<file path="config.mk">
export PLATFORM = sky130hd
export DESIGN_NAME = mc_sos_iir
export DESIGN_NICKNAME = d
export VERILOG_FILES = /design/src/rtl/mc_sos_iir.sv
export SDC_FILE = /design/constraint.sdc
export NUM_CORES = 1
export LEC_CHECK = 0
export ABC_AREA = 0
export CAP_MARGIN = 30
export CORE_UTILIZATION = 47
export CTS_BUF_LIST = sky130_fd_sc_hd__clkbuf_4 sky130_fd_sc_hd__clkbuf_8
export DETAILED_ROUTE_END_ITERATION = 16
export DONT_BUFFER_PORTS = 1
export SYNTH_ARGS = -nofsm -noshare
export SYNTH_HDL_FRONTEND = slang
export SYNTH_SLANG_ARGS = --single-unit
</file>
<file path="constraint.sdc">
create_clock -name clk_i -period 1.65 [get_ports clk_i]
set_clock_uncertainty 0.15 [all_clocks]
set_input_delay 0.33 -clock clk_i [delete_from_list [all_inputs] [get_ports clk_i]]
set_output_delay 0.33 -clock clk_i [all_outputs]
set_load 0.01 [all_outputs]
</file>
<file path="src/rtl/mc_sos_iir.sv">
// mc_sos_iir: time-multiplexed multi-channel cascade of Direct Form I biquads on one shared MAC
module mc_sos_iir #(
    parameter int CHANNELS = 4,
    parameter int SECTIONS = 8,
    parameter int DW = 16,
    parameter int CW = 16,
    parameter int OB = 0,
    parameter logic [SECTIONS*5-1:0][CW-1:0] COEFFICIENTS = '0,
    parameter RAMSTYLE = "logic"
) (
    input  logic                                                clk_i,
    input  logic                                                srst_i,
    input  logic                                                start_i,
    input  logic [((CHANNELS > 1) ? $clog2(CHANNELS) : 1)-1:0]  channel_i,
    input  logic signed [DW-1:0]                                data_i,
    output logic signed [DW-1:0]                                data_o,
    output logic [((CHANNELS > 1) ? $clog2(CHANNELS) : 1)-1:0]  channel_o,
    output logic                                                data_valid_o,
    output logic                                                busy_o,
    output logic                                                drop_o
);
    localparam int CHW = (CHANNELS > 1) ? $clog2(CHANNELS) : 1;
    localparam int SW = (SECTIONS > 1) ? $clog2(SECTIONS) : 1;
    localparam int NE = CHANNELS * SECTIONS;
    localparam int AD = (NE > 1) ? $clog2(NE) : 1;
    localparam int CI = $clog2(SECTIONS * 5);
    localparam int IW = DW + OB;
    localparam int AW = IW + CW + 3;
    localparam logic signed [AW-1:0] YMAX = {{(CW + 4){1'b0}}, {(IW - 1){1'b1}}};
    localparam logic signed [AW-1:0] YMIN = ~YMAX;
    localparam logic signed [IW-1:0] OMAX = {{(OB + 1){1'b0}}, {(DW - 1){1'b1}}};
    localparam logic signed [IW-1:0] OMIN = ~OMAX;

    typedef enum logic [2:0] {S_CLEAR, S_IDLE, S_MAC, S_WB, S_OUT} state_t;

    state_t                  r_state, w_next;
    logic [AD-1:0]           r_addr;
    logic [SW-1:0]           r_sec;
    logic [2:0]              r_k;
    logic [CI-1:0]           r_ci;
    logic [CHW-1:0]          r_ch, r_ch_o;
    logic signed [IW-1:0]    r_x;
    logic signed [AW-1:0]    r_acc;
    logic [4*IW-1:0]         r_rd;
    logic signed [DW-1:0]    r_data;
    (* ramstyle = RAMSTYLE *) logic [4*IW-1:0] r_mem [NE];

    logic                    w_idle, w_accept, w_chok, w_last, w_we, w_re;
    logic [AD-1:0]           w_base, w_raddr;
    logic signed [CW-1:0]    w_coef;
    logic signed [IW-1:0]    w_op, w_x0, w_y, w_o;
    logic signed [IW+CW-1:0] w_prod;
    logic signed [AW-1:0]    w_term, w_sum, w_sh;
    logic signed [DW-1:0]    w_out;
    logic [4*IW-1:0]         w_wdata;

    // state word layout: {y2, y1, x2, x1}; MAC step k walks x, x1, x2, y1, y2
    assign w_chok  = {1'b0, channel_i} < (CHW + 1)'(CHANNELS);
    assign w_last  = r_sec == SW'(SECTIONS - 1);
    assign w_base  = AD'(channel_i) * AD'(SECTIONS);
    assign w_raddr = w_accept ? w_base : r_addr + 1'b1;
    assign w_x0    = IW'(data_i) <<< OB;
    assign w_coef  = COEFFICIENTS[r_ci];
    assign w_op    = (r_k == 3'd0) ? r_x :
                     (r_k == 3'd1) ? r_rd[0 +: IW] :
                     (r_k == 3'd2) ? r_rd[IW +: IW] :
                     (r_k == 3'd3) ? r_rd[2*IW +: IW] : r_rd[3*IW +: IW];
    assign w_prod  = w_coef * w_op;
    assign w_term  = (r_k > 3'd2) ? -AW'(w_prod) : AW'(w_prod);
    assign w_sum   = ((r_k == 3'd0) ? '0 : r_acc) + w_term;
    assign w_sh    = r_acc >>> (CW - 2);
    assign w_y     = (w_sh > YMAX) ? YMAX[IW-1:0] : (w_sh < YMIN) ? YMIN[IW-1:0] : w_sh[IW-1:0];
    assign w_o     = w_y >>> OB;
    assign w_out   = (w_o > OMAX) ? OMAX[DW-1:0] : (w_o < OMIN) ? OMIN[DW-1:0] : w_o[DW-1:0];
    assign w_we    = !srst_i && (r_state == S_CLEAR || r_state == S_WB);
    assign w_re    = w_accept || (!srst_i && r_state == S_WB && !w_last);
    assign w_wdata = (r_state == S_CLEAR) ? '0 : {r_rd[2*IW +: IW], w_y, r_rd[0 +: IW], r_x};
    assign data_o    = r_data;
    assign channel_o = r_ch_o;

    // next-state decode plus status outputs; a start is taken only in IDLE or the result cycle
    always_comb begin
        w_next       = r_state;
        w_idle       = r_state == S_IDLE || r_state == S_OUT;
        w_accept     = !srst_i && start_i && w_idle && w_chok;
        case (r_state)
            S_CLEAR:       if (r_addr == AD'(NE - 1)) w_next = S_IDLE;
            S_IDLE, S_OUT: w_next = w_accept ? S_MAC : S_IDLE;
            S_MAC:         if (r_k == 3'd4) w_next = S_WB;
            S_WB:          w_next = w_last ? S_OUT : S_MAC;
            default:       w_next = S_CLEAR;
        endcase
        busy_o       = srst_i || !w_idle;
        data_valid_o = !srst_i && r_state == S_OUT;
        drop_o       = !srst_i && start_i && !w_accept;
    end

    // state register; reset always lands in CLEAR so history is wiped
    always_ff @(posedge clk_i) begin
        if (srst_i) r_state <= S_CLEAR;
        else        r_state <= w_next;
    end

    // datapath: clear walk, sample latch, MAC accumulate, section write-back and result capture
    always_ff @(posedge clk_i) begin
        if (srst_i) begin
            r_addr <= '0;
            r_sec  <= '0;
            r_k    <= '0;
            r_ci   <= '0;
            r_ch   <= '0;
            r_x    <= '0;
            r_acc  <= '0;
            r_data <= '0;
            r_ch_o <= '0;
        end else if (w_accept) begin
            r_addr <= w_base;
            r_sec  <= '0;
            r_k    <= '0;
            r_ci   <= '0;
            r_ch   <= channel_i;
            r_x    <= w_x0;
        end else if (r_state == S_CLEAR) begin
            r_addr <= r_addr + 1'b1;
        end else if (r_state == S_MAC) begin
            r_acc  <= w_sum;
            r_k    <= (r_k == 3'd4) ? 3'd0 : r_k + 3'd1;
            r_ci   <= r_ci + 1'b1;
        end else if (r_state == S_WB) begin
            r_x    <= w_y;
            r_addr <= r_addr + 1'b1;
            r_sec  <= r_sec + 1'b1;
            if (w_last) begin
                r_data <= w_out;
                r_ch_o <= r_ch;
            end
        end
    end

    // state memory with registered read; the next section is fetched during write-back
    always_ff @(posedge clk_i) begin
        if (w_we) r_mem[r_addr] <= w_wdata;
        if (w_re) r_rd <= r_mem[w_raddr];
    end
endmodule

</file>
* After elaboration in Yosys (flattened, before gate mapping)
Memories as Yosys holds them, arrays and structs flattened. A register that Yosys moved wholly into a read port is not among the register bits. Cells that the tools add are included.
Operators by class: multipliers 1, div/mod/pow operators 0, shifts and indexed selects 0, order comparisons 6, bitwise operators 3, reductions and logical operators 30, multiplexer cells 31, equality and inequality tests 16, add/sub/neg operators 6
Operator list (count):
- $mux W16 | 13
- $mux W35 | 2
- $mux W64 | 1
- $add A35 B35 Y35 | 1
- $neg A32 Y35 | 1
- $mul A16 B16 Y32 | 1
- $mux W5 | 5
- $gt A21 B16 Y1 const B | 1
- $lt A21 B16 Y1 const B | 1
- $gt A16 B16 Y1 const B | 1
- $lt A16 B16 Y1 const B | 1
- $eq A3 B2 Y1 const B | 4
- $mux W3 | 4
- $mux W6 | 2
- $pmux W3 S4 | 1
- $eq A3 B3 Y1 const B | 3
- $reduce_and A3 Y1 | 3
- $ne A2 B2 Y1 const B | 4
- $reduce_and A2 Y1 | 4
- $logic_and A1 B1 Y1 | 7
- $lt A6 B7 Y1 const B | 1
- $add A3 B1 Y3 const B | 2
- $add A6 B1 Y6 const B | 1
- $eq A3 B1 Y1 const B | 2
- other kinds (15) | 27
Storage, ports and cells: logic and storage cells 106, ROM bits 1024, memory bits (writable) 2048, bits in registers 91, memories 2, output and inout bits 21, input bits 21, latch bits 0
Memory list:
- r_mem | depth 32, width 64, rd ports 1, clocked after Yosys merged registers in 1, wr ports 1, line 46 | (* ramstyle = RAMSTYLE *) logic [4*IW-1:0] r_mem [NE];
- (no name shown) | depth 64, width 16, rd ports 1, clocked after Yosys merged registers in 1, wr ports 0, line 63 | assign w_coef = COEFFICIENTS[r_ci];

* Longest topological paths before layout
depth in word-level cells 9, mapped depth 8, depth with buffers taken out 6

* Worst setup path after synthesis
OpenSTA, ideal clock, no wires.
kind reg2reg, start point register r_sec[0], end point register r_data[14] (netlist: data_o[14]), path slack -0.032 ns, setup time 0.132 ns, required time 1.368 ns, buffers on the path 2, stages on the path, launching flop included 9, clock period less this slack 1.682 ns, arrival time 1.399 ns, path through dfxtp_1 > ha_1 > ha_1 > nand2_1 > or3_1 > buf_4 > buf_6 > nand2_1 > a21oi_1
Between the ends: cells in the longest elaborated chain, start to end 2
RTL lines:
- from (decl) | line 38 | logic [SW-1:0] r_sec;
- from (signal assigned) | line 132 | r_sec <= r_sec + 1'b1;
- $eq A3 B3 Y1 | line 59 | assign w_last = r_sec == SW'(SECTIONS - 1);
- $reduce_and A5 Y1 (no line)
- to (signal assigned) | line 134 | r_data <= w_out;
- to (decl) | line 45 | logic signed [DW-1:0] r_data;
Every way passes these cells. A chain may end at the register's enable or synchronous reset.

* Final worst setup path
start point register r_state[2], end point output port drop_o
Between the ends: cells in the longest elaborated chain, start to end 5, elaborated cells on any way between the ends 6, classes of those cells 2 x eq/ne; 4 x reduce/logical
RTL lines:
- from (decl) | line 36 | state_t r_state, w_next;
- from (signal assigned) | line 101 | else r_state <= w_next;
- $eq A3 B1 Y1 or $eq A3 B3 Y1 (tied branches) | line 84 | w_idle = r_state == S_IDLE || r_state == S_OUT;
- $logic_or A1 B1 Y1 * | line 84
- $logic_and A1 B1 Y1 * | line 85 | w_accept = !srst_i && start_i && w_idle && w_chok;
- $logic_not A1 Y1 * | line 95 | drop_o = !srst_i && start_i && !w_accept;
- $logic_and A1 B1 Y1 * | line 95
- to (decl) | line 20 | output logic drop_o
Every way passes the cells marked *; elsewhere a longest branch is shown, timed or not.

==> run_summary.xml <==
<?xml version="1.0" encoding="UTF-8"?>
<metrics>
  <group name="synthesis">
    <metric name="yosysUniqueCellTypes" unit="">37</metric>
    <metric name="syn-instance-count" unit="">229</metric>
    <metric name="yosys_warnings" unit="">0</metric>
    <metric name="biggest_area_contributors_in_the_synthesized_netlist" unit="">dfxtp_1, and2_1, a21oi_1</metric>
    <metric name="synth_sequential_area_ratio" unit="%">51.16</metric>
    <metric name="synth-xor-area-share" unit="%">2.791</metric>
    <metric name="netlist_area" unit="mm2">0.002152</metric>
    <metric name="synthSimpleGateAreaFrac" unit="%">20.41</metric>
    <metric name="synth_compound_gate_area_share" unit="%">15.12</metric>
    <metric name="synth_largest_area_cell" unit="">dfxtp_1</metric>
    <metric name="synth.area.mux_share" unit="%">0.9302</metric>
    <metric name="postSynthNetCount" unit="">256</metric>
    <metric name="combinational_family_with_the_most_area_after_synthesis" unit="">simple AND/OR/NAND/NOR gates</metric>
    <metric name="synth_seq_cells" unit="">55</metric>
    <metric name="synth-adder-area-share" unit="%">3.953</metric>
    <metric name="synth_top_area_share" unit="%">51.16</metric>
    <metric name="syn_area_per_cell" unit="um2">9.398</metric>
  </group>
  <group name="setup_path">
    <metric name="largest_stage_delay_on_the_critical_path" unit="ns">0.35</metric>
    <metric name="critical-path-slowest-cell" unit="">dfxtp_2</metric>
    <metric name="worst-endpoint-required" unit="ns">1.17</metric>
    <metric name="start_kind" unit="">flop</metric>
    <metric name="critical_path.max_fanout" unit="">2</metric>
    <metric name="timing.critical_path.buf_inv" unit="">1</metric>
    <metric name="data_arrival_time_of_the_critical_path" unit="ns">1.25</metric>
    <metric name="critical-path-top-delay-family" unit="">flip-flops</metric>
    <metric name="path_class" unit="">reg -&gt; out</metric>
    <metric name="crit_path_end_kind" unit="">primary output</metric>
    <metric name="path_cells" unit="">xor2_2 -&gt; and2_4 -&gt; nor3b_2 -&gt; buf_4</metric>
  </group>
  <group name="finish">
    <metric name="nets" unit="">264</metric>
    <metric name="final_util" unit="%">55.51</metric>
    <metric name="final_common_cell" unit="">dfxtp_1</metric>
    <metric name="area.growth.synth_to_final" unit="%">13.08</metric>
    <metric name="number_of_non_filler_instances_in_the_completed_layout" unit="">290</metric>
    <metric name="final_cell_mix" unit="">dfxtp_1, nand2_1, a21oi_1</metric>
    <metric name="num_antenna_cells" unit="">0</metric>
    <metric name="fraction_of_final_layout_cells_with_drive_strength_greater_than_1" unit="%">18.91</metric>
  </group>
  <group name="drt">
    <metric name="route.detailed.drc" unit="">0</metric>
    <metric name="final_antenna_violating_net_count" unit="">0</metric>
    <metric name="wl_per_cell" unit="um">13.86</metric>
    <metric name="detail_route.first_pass.iterations" unit="">4</metric>
    <metric name="detail_route.vias_per_cell" unit="">5.407</metric>
    <metric name="final_wirelength" unit="um">4018</metric>
    <metric name="dr_total_vias" unit="">1568</metric>
    <metric name="drtIter0Drc" unit="">50</metric>
  </group>
  <group name="global_route">
    <metric name="grt_util_all_layers" unit="%">18.16</metric>
    <metric name="grt_first_pass_wirelength" unit="um">7010</metric>
    <metric name="globalRouteOverflowTotal" unit="">0</metric>
    <metric name="antenna_found_initial" unit="">0</metric>
    <metric name="first_global_vias" unit="">1592</metric>
    <metric name="grt_max_degree" unit="">28</metric>
  </group>
  <group name="timing">
    <metric name="timing.final.hold_violations" unit="">23</metric>
    <metric name="post-route-worst-setup-slack" unit="ns">-0.08393</metric>
    <metric name="unrepaired_setup_endpoints_after_global_routing" unit="">yes</metric>
    <metric name="timing.final.max_slew_violations" unit="">0</metric>
    <metric name="finalSetupViolations" unit="">7</metric>
    <metric name="slew_headroom" unit="%">79.75</metric>
    <metric name="fin_crit_period" unit="ns">1.734</metric>
    <metric name="fin_hold_ws" unit="ns">-0.07675</metric>
    <metric name="worst_pin_slew" unit="ns">0.3029</metric>
    <metric name="fin_crit_sh" unit="%">105.1</metric>
    <metric name="achievable-frequency" unit="MHz">576.7</metric>
  </group>
  <group name="die">
    <metric name="full_die_area" unit="mm2">0.004853</metric>
    <metric name="fp-row-count" unit="">24</metric>
    <metric name="die_x" unit="um">69.67</metric>
    <metric name="io_pins" unit="">42</metric>
    <metric name="initial_core_util" unit="%">49.09</metric>
    <metric name="fp.dieH" unit="um">69.67</metric>
    <metric name="floorplan.core_area" unit="mm2">0.004384</metric>
  </group>
  <group name="place">
    <metric name="port-buffer-count" unit="">0</metric>
    <metric name="place_hpwl" unit="um">2730</metric>
    <metric name="place.detailed.instances" unit="">278</metric>
    <metric name="gp_routability_congestion" unit="">0.7302</metric>
  </group>
  <group name="clock_tree">
    <metric name="cts.reportedPaths.clkPinSlew" unit="ns">0.11</metric>
    <metric name="clkSinkCount" unit="">55</metric>
    <metric name="clk-insertion-delay-late" unit="ns">0.31</metric>
    <metric name="total_clock_buffers_created_by_cts" unit="">5</metric>
    <metric name="clock_tree_from_tritoncts" unit="">done</metric>
    <metric name="cts-htree-levels" unit="">2</metric>
    <metric name="root_buffer" unit="">clkbuf_8</metric>
    <metric name="cts-root-to-sink-buffers" unit="">2</metric>
  </group>
  <group name="run_status">
    <metric name="violations" unit="">negative hold slack, negative setup slack</metric>
    <metric name="status" unit="">finished, violations left</metric>
  </group>
  <group name="pwr">
    <metric name="ir_worst_vdd" unit="mV">0.5743</metric>
    <metric name="power_per_cell_area" unit="mW/mm2">882.1</metric>
    <metric name="power.static_leakage" unit="nW">0.9305</metric>
  </group>
  <group name="worst_hold_path">
    <metric name="hold_path.class" unit="">in -&gt; reg</metric>
  </group>
  <group name="run">
    <metric name="max_cap_violations" unit="">0</metric>
  </group>
</metrics>
==> final timing paths <==
| path | cells after the start | slack (ns) | to | from |
|---|---|---|---|---|
| max | 4 | -0.08 | drop_o | r_state[2] |
| min | 1 | -0.08 | data_o[2] | srst_i |
| max reg2reg | 7 | -0.01 | data_o[8] | r_sec[1] |
| min reg2reg | 2 | 0.32 | channel_o[0] | r_ch[0] |
==> cell usage after synthesis <==
cell	number
nand2_1	28
nand3_1	4
nor3b_1	3
nand3b_1	1
o32a_1	1
o211ai_1	15
mux2i_1	2
buf_6	2
nor3_2	2
nand4_1	1
nor2_1	16
maj3_1	1
buf_2	5
a21oi_1	24
a31oi_1	2
o21ai_1	1
buf_4	4
or3b_1	1
a211oi_1	1
and2_1	22
xnor2_1	3
a311oi_1	2
o21ai_0	3
inv_1	6
nor4_1	1
a31o_2	2
ha_1	6
xor2_1	2
or3_1	1
dfxtp_1	55
nor3_1	2
inv_4	1
and3_1	2
clkbuf_1	4
a21o_1	1
xor2_2	1
nor3_4	1
==> through the flow <==
step | setup slack [ns] | instance area, um2 | TNS (ns) | total power [mW]
finish | -0.08393 | 2434 | -0.1800 | 2.147
global route | -0.1353 | 2434 | -1.296 | 2.231
CTS | -0.1263 | 2395 | -0.2670 | 2.178
detailed placement | -0.02372 | 2262 | -0.1086 | 1.407
global placement | -0.1582 | 2255 | -2.225 | 1.404
floorplan | -0.01840 | 2191 | -0.1654 | 1.406
==> timing repair <==
action,4_1_cts,5_1_grt
setup endpoints to repair,21,21
buffers inserted,2,2
hold endpoints to repair,23,23
gates resized for setup,7,6
pin swaps,2,1
==> final cells by class <==
cell class                 count  area [um2]
fill                         398        1951
sequential                    55        1110
multi-input combinational    152       993.5
timing repair buffer          16       140.1
clock buffer                   5       68.82
tap                           52       65.06
inverter                       7       28.78
clock inverter                 3       27.53
==> per-layer routing <==
metal / GRT usage, % / vias to the layer above / share of wire, %
met5: 0 / - / 0
met1: 21.30 / 739 / 45
met3: 6.250 / 7 / 5.5
li1: - / 795 / -
met4: 6.222 / 0 / 1.4
met2: 30.85 / 27 / 48
==> power breakdown <==
group	leakage, nW	total (mW)	internal, mW	switching, mW
logic	0.438	0.0372	0.0159	0.0213
clock network	0.0463	0.771	0.312	0.458
registers	0.446	1.34	1.33	0.00631
total	0.930	2.15	1.66	0.486
==> kinds of logic after synthesis <==
| family | Yosys count |
|---|---|
| AO/OA/AOI/OAI | 52 |
| XOR/XNOR | 6 |
| adder cells (fa/ha/maj) | 7 |
| buffers and inverters | 22 |
| flip-flops | 55 |
| multiplexers | 2 |
| AND/OR/NAND/NOR | 85 |
==> state kept, by name, indices dropped and copies added (netlist names) <==
signal / count
channel_o: 2
data_o: 16
r_acc: 21
r_addr: 5
r_ch: 2
r_k: 3
r_sec: 3
r_state: 3
(Power assumes the default switching activity.)
